File: src/rtl/axis_pkg.sv
// Shared AXI-Stream definitions.
//   ptr_w()        : FIFO pointer width for a given depth (index bits plus one wrap bit)
//   axis_beat_t    : one stored stream beat, {tlast, tdata}, at the default data width
package axis_pkg;

  // Default tdata width for the stream data path.
  localparam int unsigned DATA_W_DEFAULT = 8;

  typedef struct packed {
    logic                      tlast;
    logic [DATA_W_DEFAULT-1:0] tdata;
  } axis_beat_t;

  // The extra MSB distinguishes full from empty when the index bits match.
  function automatic int unsigned ptr_w(input int unsigned depth);
    return $clog2(depth) + 1;
  endfunction

endpackage

File: src/rtl/fifo_ram.sv
// Simple dual-port storage array.
//   clk   : write clock
//   we    : write enable, writes wdata to mem[waddr] on the rising edge
//   waddr : write address
//   wdata : write data
//   raddr : read address
//   rdata : asynchronous read data, mem[raddr]
module fifo_ram #(
  parameter int unsigned WIDTH = 9,
  parameter int unsigned DEPTH = 16,
  parameter int unsigned AW    = $clog2(DEPTH)
) (
  input  logic             clk,
  input  logic             we,
  input  logic [AW-1:0]    waddr,
  input  logic [WIDTH-1:0] wdata,
  input  logic [AW-1:0]    raddr,
  output logic [WIDTH-1:0] rdata
);

  logic [WIDTH-1:0] mem [DEPTH];

  always_ff @(posedge clk) begin
    if (we) begin
      mem[waddr] <= wdata;
    end
  end

  assign rdata = mem[raddr];

endmodule

File: src/rtl/axis_rx_fifo.sv
// AXI-Stream receive FIFO with first-word fall-through output.
//   clk, rst          : clock, asynchronous active-high reset
//   op_en             : low stalls both ports, contents kept
//   flush             : synchronous clear of all entries (wins over push/pop)
//   s_tdata/tlast/tvalid, s_tready : stream input
//   m_tdata/tlast/tvalid, m_tready : stream output, head of FIFO
//   level, empty, full, almost_full : occupancy status from registered pointers
module axis_rx_fifo
  import axis_pkg::*;
#(
  parameter int unsigned DATA_W    = 8,
  parameter int unsigned DEPTH     = 16,
  parameter int unsigned AF_THRESH = DEPTH - 2
) (
  input  logic                   clk,
  input  logic                   rst,
  input  logic                   op_en,
  input  logic                   flush,
  input  logic [DATA_W-1:0]      s_tdata,
  input  logic                   s_tlast,
  input  logic                   s_tvalid,
  output logic                   s_tready,
  output logic [DATA_W-1:0]      m_tdata,
  output logic                   m_tlast,
  output logic                   m_tvalid,
  input  logic                   m_tready,
  output logic [$clog2(DEPTH):0] level,
  output logic                   empty,
  output logic                   full,
  output logic                   almost_full
);

  localparam int unsigned PW = ptr_w(DEPTH);
  localparam int unsigned AW = PW - 1;
  localparam logic [PW-1:0] AfThresh = PW'(AF_THRESH);

  logic [PW-1:0]   wr_ptr_q, wr_ptr_d;
  logic [PW-1:0]   rd_ptr_q, rd_ptr_d;
  logic            push, pop;
  logic [DATA_W:0] ram_rdata;

  // Status decodes from registered pointers only.
  assign empty       = (wr_ptr_q == rd_ptr_q);
  assign full        = (wr_ptr_q[AW-1:0] == rd_ptr_q[AW-1:0]) &&
                       (wr_ptr_q[AW] != rd_ptr_q[AW]);
  assign level       = wr_ptr_q - rd_ptr_q;
  assign almost_full = (level >= AfThresh);

  // Gating by rst keeps both handshakes low while in reset. s_tready
  // deliberately ignores m_tready so no combinational path exists between them.
  assign s_tready = op_en & ~full & ~flush & ~rst;
  assign m_tvalid = op_en & ~empty & ~flush & ~rst;

  assign push = s_tvalid & s_tready;
  assign pop  = m_tvalid & m_tready;

  always_comb begin
    wr_ptr_d = wr_ptr_q;
    rd_ptr_d = rd_ptr_q;
    if (flush) begin
      wr_ptr_d = '0;
      rd_ptr_d = '0;
    end else begin
      if (push) wr_ptr_d = wr_ptr_q + PW'(1);
      if (pop)  rd_ptr_d = rd_ptr_q + PW'(1);
    end
  end

  always_ff @(posedge clk or posedge rst) begin
    if (rst) begin
      wr_ptr_q <= '0;
      rd_ptr_q <= '0;
    end else begin
      wr_ptr_q <= wr_ptr_d;
      rd_ptr_q <= rd_ptr_d;
    end
  end

  fifo_ram #(
    .WIDTH(DATA_W + 1),
    .DEPTH(DEPTH),
    .AW   (AW)
  ) u_ram (
    .clk  (clk),
    .we   (push),
    .waddr(wr_ptr_q[AW-1:0]),
    .wdata({s_tlast, s_tdata}),
    .raddr(rd_ptr_q[AW-1:0]),
    .rdata(ram_rdata)
  );

  assign m_tdata = ram_rdata[DATA_W-1:0];
  assign m_tlast = ram_rdata[DATA_W];

endmodule
File: config.mk
export PLATFORM = sky130hd
export DESIGN_NAME = axis_rx_fifo
export DESIGN_NICKNAME = d
export VERILOG_FILES = /design/src/rtl/axis_pkg.sv /design/src/rtl/fifo_ram.sv /design/src/rtl/axis_rx_fifo.sv
export SDC_FILE = /design/constraint.sdc
export NUM_CORES = 1
export LEC_CHECK = 0
export BUFFER_PORTS_ARGS = -buffer_cell sky130_fd_sc_hd__clkbuf_2
export CELL_PAD_IN_SITES_DETAIL_PLACEMENT = 1
export CELL_PAD_IN_SITES_GLOBAL_PLACEMENT = 1
export CORE_MARGIN = 5
export CORE_UTILIZATION = 45
export DETAILED_ROUTE_END_ITERATION = 10
export PLACE_DENSITY_LB_ADDON = 0.1
export SYNTH_ARGS = -nofsm -noshare
export SYNTH_HDL_FRONTEND = slang
export SYNTH_HIERARCHICAL = 1
export SYNTH_SLANG_ARGS = --single-unit
File: constraint.sdc
create_clock -name clk -period 4.6 [get_ports clk]
set_input_delay 0.23 -clock clk [delete_from_list [all_inputs] [get_ports clk]]
set_output_delay 0.23 -clock clk [all_outputs]
set_load 0.05 [all_outputs]
# After elaboration in Yosys (flattened, before gate mapping)
# Memories as Yosys holds them, arrays and structs flattened.
# Index checks and enable logic that the tools add are counted.
[word_totals] output_inout_bits=19 latchBits=0 input_bits=15 reg_bits=10 mem_bits_ro=0 n_memories=1 ramBits=144 word_cells=31
[classes] n_div=0 eq_ne=3 shift=0 muxes=6 n_mul=0 reduce_logical=3 n_bitwise=12 add_sub_neg=3 magnitude_cmp=1
[memory_table] name="u_ram.mem" words=16 width=9 rd=1 rd_clocked_by_memory_dff=0 wr=1 line_no="fifo_ram.sv:21" rtl="logic [WIDTH-1:0] mem [DEPTH];"
[op_table] cell="two-way mux 5 bit" n=4
[op_table] cell="adder 5 x 1 -> 5 bit (second input constant)" n=2
[op_table] cell="AND 1 bit" n=8
[op_table] cell="equality test 5 bit" n=1
[op_table] cell="greater-or-equal comparator 5 x 4 -> 1 bit (second input constant)" n=1
[op_table] cell="subtractor 5 bit" n=1
[op_table] cell="equality test 4 bit" n=1
[op_table] cell="NOT 1 bit" n=4
[op_table] cell="nonzero test 2 bit" n=2
[op_table] cell="two-way mux 1 bit" n=2
[op_table] cell="logical AND 1 bit" n=1
[op_table] cell="inequality test 1 bit" n=1

# Depth between registers and ports, before layout
[logic_depth] depth_word=9 mapped_depth=8 ltp_nobuf=8

# By module
# The synthesis kept the hierarchy.
[by_module_without_submodules] module="fifo_ram" cells_each=245 area_per_inst_um2=5600.4 instances=1 seq_area_each_um2=4324.1
[by_module_without_submodules] module="axis_rx_fifo" cells_each=76 area_per_inst_um2=759.5 instances=1 seq_area_each_um2=250.2

# Least setup slack after synthesis
# No wires, ideal clock.
[synth_timing] path_type="register -> register" from="register wr_ptr_q[0]" to="memory u_ram.mem[0][0], enable pin" n_path_buf=0 stages_incl_launch_ff=8 t_arrival_ns=2.533 t_required_ns=4.213 period_less_slack_ns=2.920 setup_slack_ns=1.680 setup_ns=0.387 path_cell_list="dfrtp_1 inv_1 ha_1 nand4_2 o211ai_2 nor2_1 or3b_2 nor3_1"
[synth_between] elab_chain_len=9
[synth_rtl] element="start: declaration" line_no="axis_rx_fifo.sv:37" rtl="logic [PW-1:0] wr_ptr_q, wr_ptr_d;"
[synth_rtl] element="start signal: assignment" line_no="axis_rx_fifo.sv:74" rtl="wr_ptr_q <= wr_ptr_d;"
[synth_rtl] element="equality test 4 bit" line_no="axis_rx_fifo.sv:44" rtl="assign full = (wr_ptr_q[AW-1:0] == rd_ptr_q[AW-1:0]) &&"
[synth_rtl] element="logical AND 1 bit" line_no="axis_rx_fifo.sv:44"
[synth_rtl] element="NOT 1 bit" line_no="axis_rx_fifo.sv:51" rtl="assign s_tready = op_en & ~full & ~flush & ~rst;"
[synth_rtl] element="AND 1 bit (3 in series)" line_no="axis_rx_fifo.sv:51"
[synth_rtl] element="AND 1 bit" line_no="axis_rx_fifo.sv:54" rtl="assign push = s_tvalid & s_tready;"
[synth_rtl] element="named net push" line_no="axis_rx_fifo.sv:39" rtl="logic push, pop;"
[synth_rtl] element="two-way mux 1 bit" line_no="fifo_ram.sv:24" rtl="if (we) begin"
[synth_rtl] element="two-way mux 1 bit (not written as such)" line_no="fifo_ram.sv:25" rtl="mem[waddr] <= wdata;"
[synth_rtl] element="end: declaration" line_no="fifo_ram.sv:21"
# The timed path passes the listed nets, and every way through them passes these cells.

# Final worst setup path
[layout_timing] from="register wr_ptr_q[0]" to="memory u_ram.mem[2][0], enable pin"
# Same word-level chain as after synthesis.

==> impl_results.md <==
* Sequential-to-total area share from yosys stat at 71.9%
* Power Total at roughly 3 mW
* Worst-Margin Slew at about 900 ps
* Crit path to: u_ram/mem[2][0]
* CTS max path bufs at 2
* Min Tclk post-route at between 3000 and 4000 ps
* Gpl congestion at between 0.7 and 0.8
* CTS root buf: clkbuf_16
* Hold buffer count at cts at 1
* Mapped Nets at approximately 340
* Top_reg_cell synth: edfxtp_1
* Number of diodes at 0
* Filler instances at about 1.3k
* Worst r2r src: wr_ptr_q[0]
* Pleak at about 2.4 nW
* H-tree depth at 4
* Vias at roughly 3.1k
* Clock Sinks at 154
* Max Slew Vio Count at 0
* Launch point of the worst path: wr_ptr_q[0]
* Post-CTS Setup Bufs at 0
* First-pass GRT wire length at around 21,000 um
* Synth area leader: edfxtp_1
* Vias in the first global route at between 3k and 4k
* Critical Path End Type: flip-flop
* Critical Path AT at ~3200 ps
* FFs w/ async S/R, synth at 6.49%
* DP HPWL at about 9100 um
* Status: completed
* Largest net degree at the start of global routing at 40
* #FFs+latches synth at approximately 150
* Synth warnings at 6
* Site Rows at 43
* Avg Inst Size Synth at 19.8 um2
* Remaining DRCs at 0
* Vias/cell at ~5.6
* Worst Slack Setup Final at roughly 1500 ps
* Starting density of the core at about 46%
* Drt initial violations at approximately 250
* Setup TNS at 0 ps
* CTS resizes at 0
* Setup Crit Path Kind: reg2reg
* I/O Pins at 34
* Slew HR at between 30% and 40%
* Post-route clock period utilization at 68.4%
* Reg2reg path depth at 7
* R2R Setup Slk at between 1000 and 1500 ps
* Hold Path Class: in2reg
* Die W at approximately 130 um
* Worst Setup Start Kind: flip-flop
* CTS clk-pin slew, worst paths at 60 ps
* Req. time, crit path at between 4000 and 5000 ps
* Die H at 129 um
* Drt total wl at approximately 14,000 um
* Post-synth cell types at 45
* Initial antenna violation count at 0
* Setup Viol. Count Final at 0
* F_max at about 320 MHz
* Crit-path max FO at 10
* Std-Cell Core Area at approximately 14,000 um2
* Max-Cap Viols at 0
* Share of cells above drive strength 1 at around 25%
* Syn-to-layout area delta at 14.1%
* VDD IR max at between 200 and 300 uV
* RSZ-0062 raised after global routing: false
* Worst slack at placement at ~1500 ps
* Reg2Reg Capture Point: u_ram/mem[2][0]
* Gr ovfl total at 0
* CTS Buf Count at 17
* Post-synthesis cell area at 6360 um2
* Hold Violations, Final at 0
* Setup Skew at 5.61 ps
* Pwr/cell area at approximately 410 nW/um2
* First-pass DRT Iterations at 4
* Final nets at approximately 400
* Post-synth EDFFs at about 140
* Top cells by area, synth: edfxtp_1 (68%), mux4_2 (7.4%), mux4_1 (6.2%)
* Synth top area share at between 60 and 70%
* Routed Antenna Nets at 0
* Worst-skew pair later-pin latency at about 420 ps
* Routed length per instance at approximately 25 um
* Die area at between 15,000 and 20,000 um2
* Synth Instances at 321
* Port buffer count at 33
* GRT Util Overall at 18.2%
* CTS tree: built
==> cells in the mapped netlist, types with 3 or more instances <==
cell type    n
a22oi_1     18
buf_6        3
dfrtp_1     10
edfxtp_1   144
ha_1         6
inv_1        7
mux4_1      15
mux4_2      21
nand2_1     10
nand2b_1     3
nor2_1      26
nor3_1       6
xnor2_1      7
==> per-stage QoR <==
step | hold WS, ps | std cells | utilization (%) | area, um2
6_report | 170 | 561 | 52.3 | 7250
5_1_grt | 192 | 561 | 52.3 | 7250
4_1_cts | 166 | 561 | 52.3 | 7250
3_5_place_dp | 265 | 528 | 48.2 | 6690
3_3_place_gp | 261 | 528 | 48.2 | 6690
2_1_floorplan | 70.2 | 321 | - | 6360
==> registers in the layout, summed over array words and instances (netlist names) <==
register / flops
rd_ptr_q: 5
u_ram/mem: 144
wr_ptr_q: 5
==> layout by cell type (no fill, tap or decap), drive strengths merged, types with 2 or more instances in the layout <==
master / synthesis / final
a211oi: 2 / 2
a21o: 2 / 2
a21oi: 2 / 2
a22oi: 18 / 18
and2b: 2 / 2
buf: 7 / 6
bufinv: 0 / 2
clkbuf: 4 / 50
clkinv: 0 / 10
clkinvlp: 0 / 2
dfrtp: 10 / 10
edfxtp: 144 / 144
ha: 6 / 6
inv: 7 / 8
mux2i: 2 / 2
mux4: 36 / 36
nand2: 10 / 10
nand2b: 3 / 3
nand3: 2 / 2
nand3b: 2 / 2
nand4: 4 / 4
nor2: 26 / 26
nor3: 6 / 6
o2111ai: 2 / 2
xnor2: 8 / 8
xor2: 3 / 3
==> report_power, final <==
group | internal, mW | total, mW | switching, mW | leakage, nW
Clock | 0.786 | 1.31 | 0.523 | 0.273
Sequential | 1.53 | 1.54 | 0.00265 | 1.43
Combinational | 0.0247 | 0.0947 | 0.0700 | 0.716
Total | 2.35 | 2.94 | 0.595 | 2.42
==> per-layer routing <==
metal	GRT usage (%)	vias to the layer above	share of wire, %
met5	0	-	0
met4	6.86	0	1.7
met3	3.94	16	5.3
met2	28.6	64	50
met1	25.2	1642	43
li1	-	1420	-
==> cell families (layout without fill, tap and decap cells) <==
| logic type | Yosys count | after routing | synth area share, % |
|---|---|---|---|
| flip-flops | 154 | 154 | 71.9 |
| AND/OR/NAND/NOR | 60 | 60 | 4.68 |
| multiplexers | 39 | 39 | 14.2 |
| AO/OA/AOI/OAI | 31 | 31 | 3.82 |
| buffers and inverters | 19 | 79 | 2.14 |
| XOR/XNOR | 11 | 11 | 1.75 |
| adder cells (fa/ha/maj) | 7 | 7 | 1.50 |
==> critical path, stage by stage, from the launching register on <==
cell and delay (ps):
dfrtp_1 520, inv_1 120, ha_1 360, nand4_2 200
o211ai_2 160, nor2_1 230, or3b_2 530, nor2_1 650
==> layout make-up <==
class	instances	area [um2]	share of cell area, %
sequential	154	4580	63.1
timing repair buffer	40	220	3.04
multi-input combinational	148	1650	22.7
clock buffer	17	425	5.86
clock inverter	15	133	1.83
inverter	7	26.3	0.362
tap	180	225	3.10
==> worst min-delay path by stage <==
stage	start	endpoint	slack [ps]	cells after the start
final	flush	wr_ptr_q[3]	170	2
after global routing	flush	wr_ptr_q[3]	190	2
after CTS	flush	wr_ptr_q[3]	170	2
after detailed placement	rst	wr_ptr_q[2]	260	2
after global placement	rst	wr_ptr_q[2]	260	2
after floorplan	rst	rd_ptr_q[0]	70	1
Power figures use the tool's default switching activity.
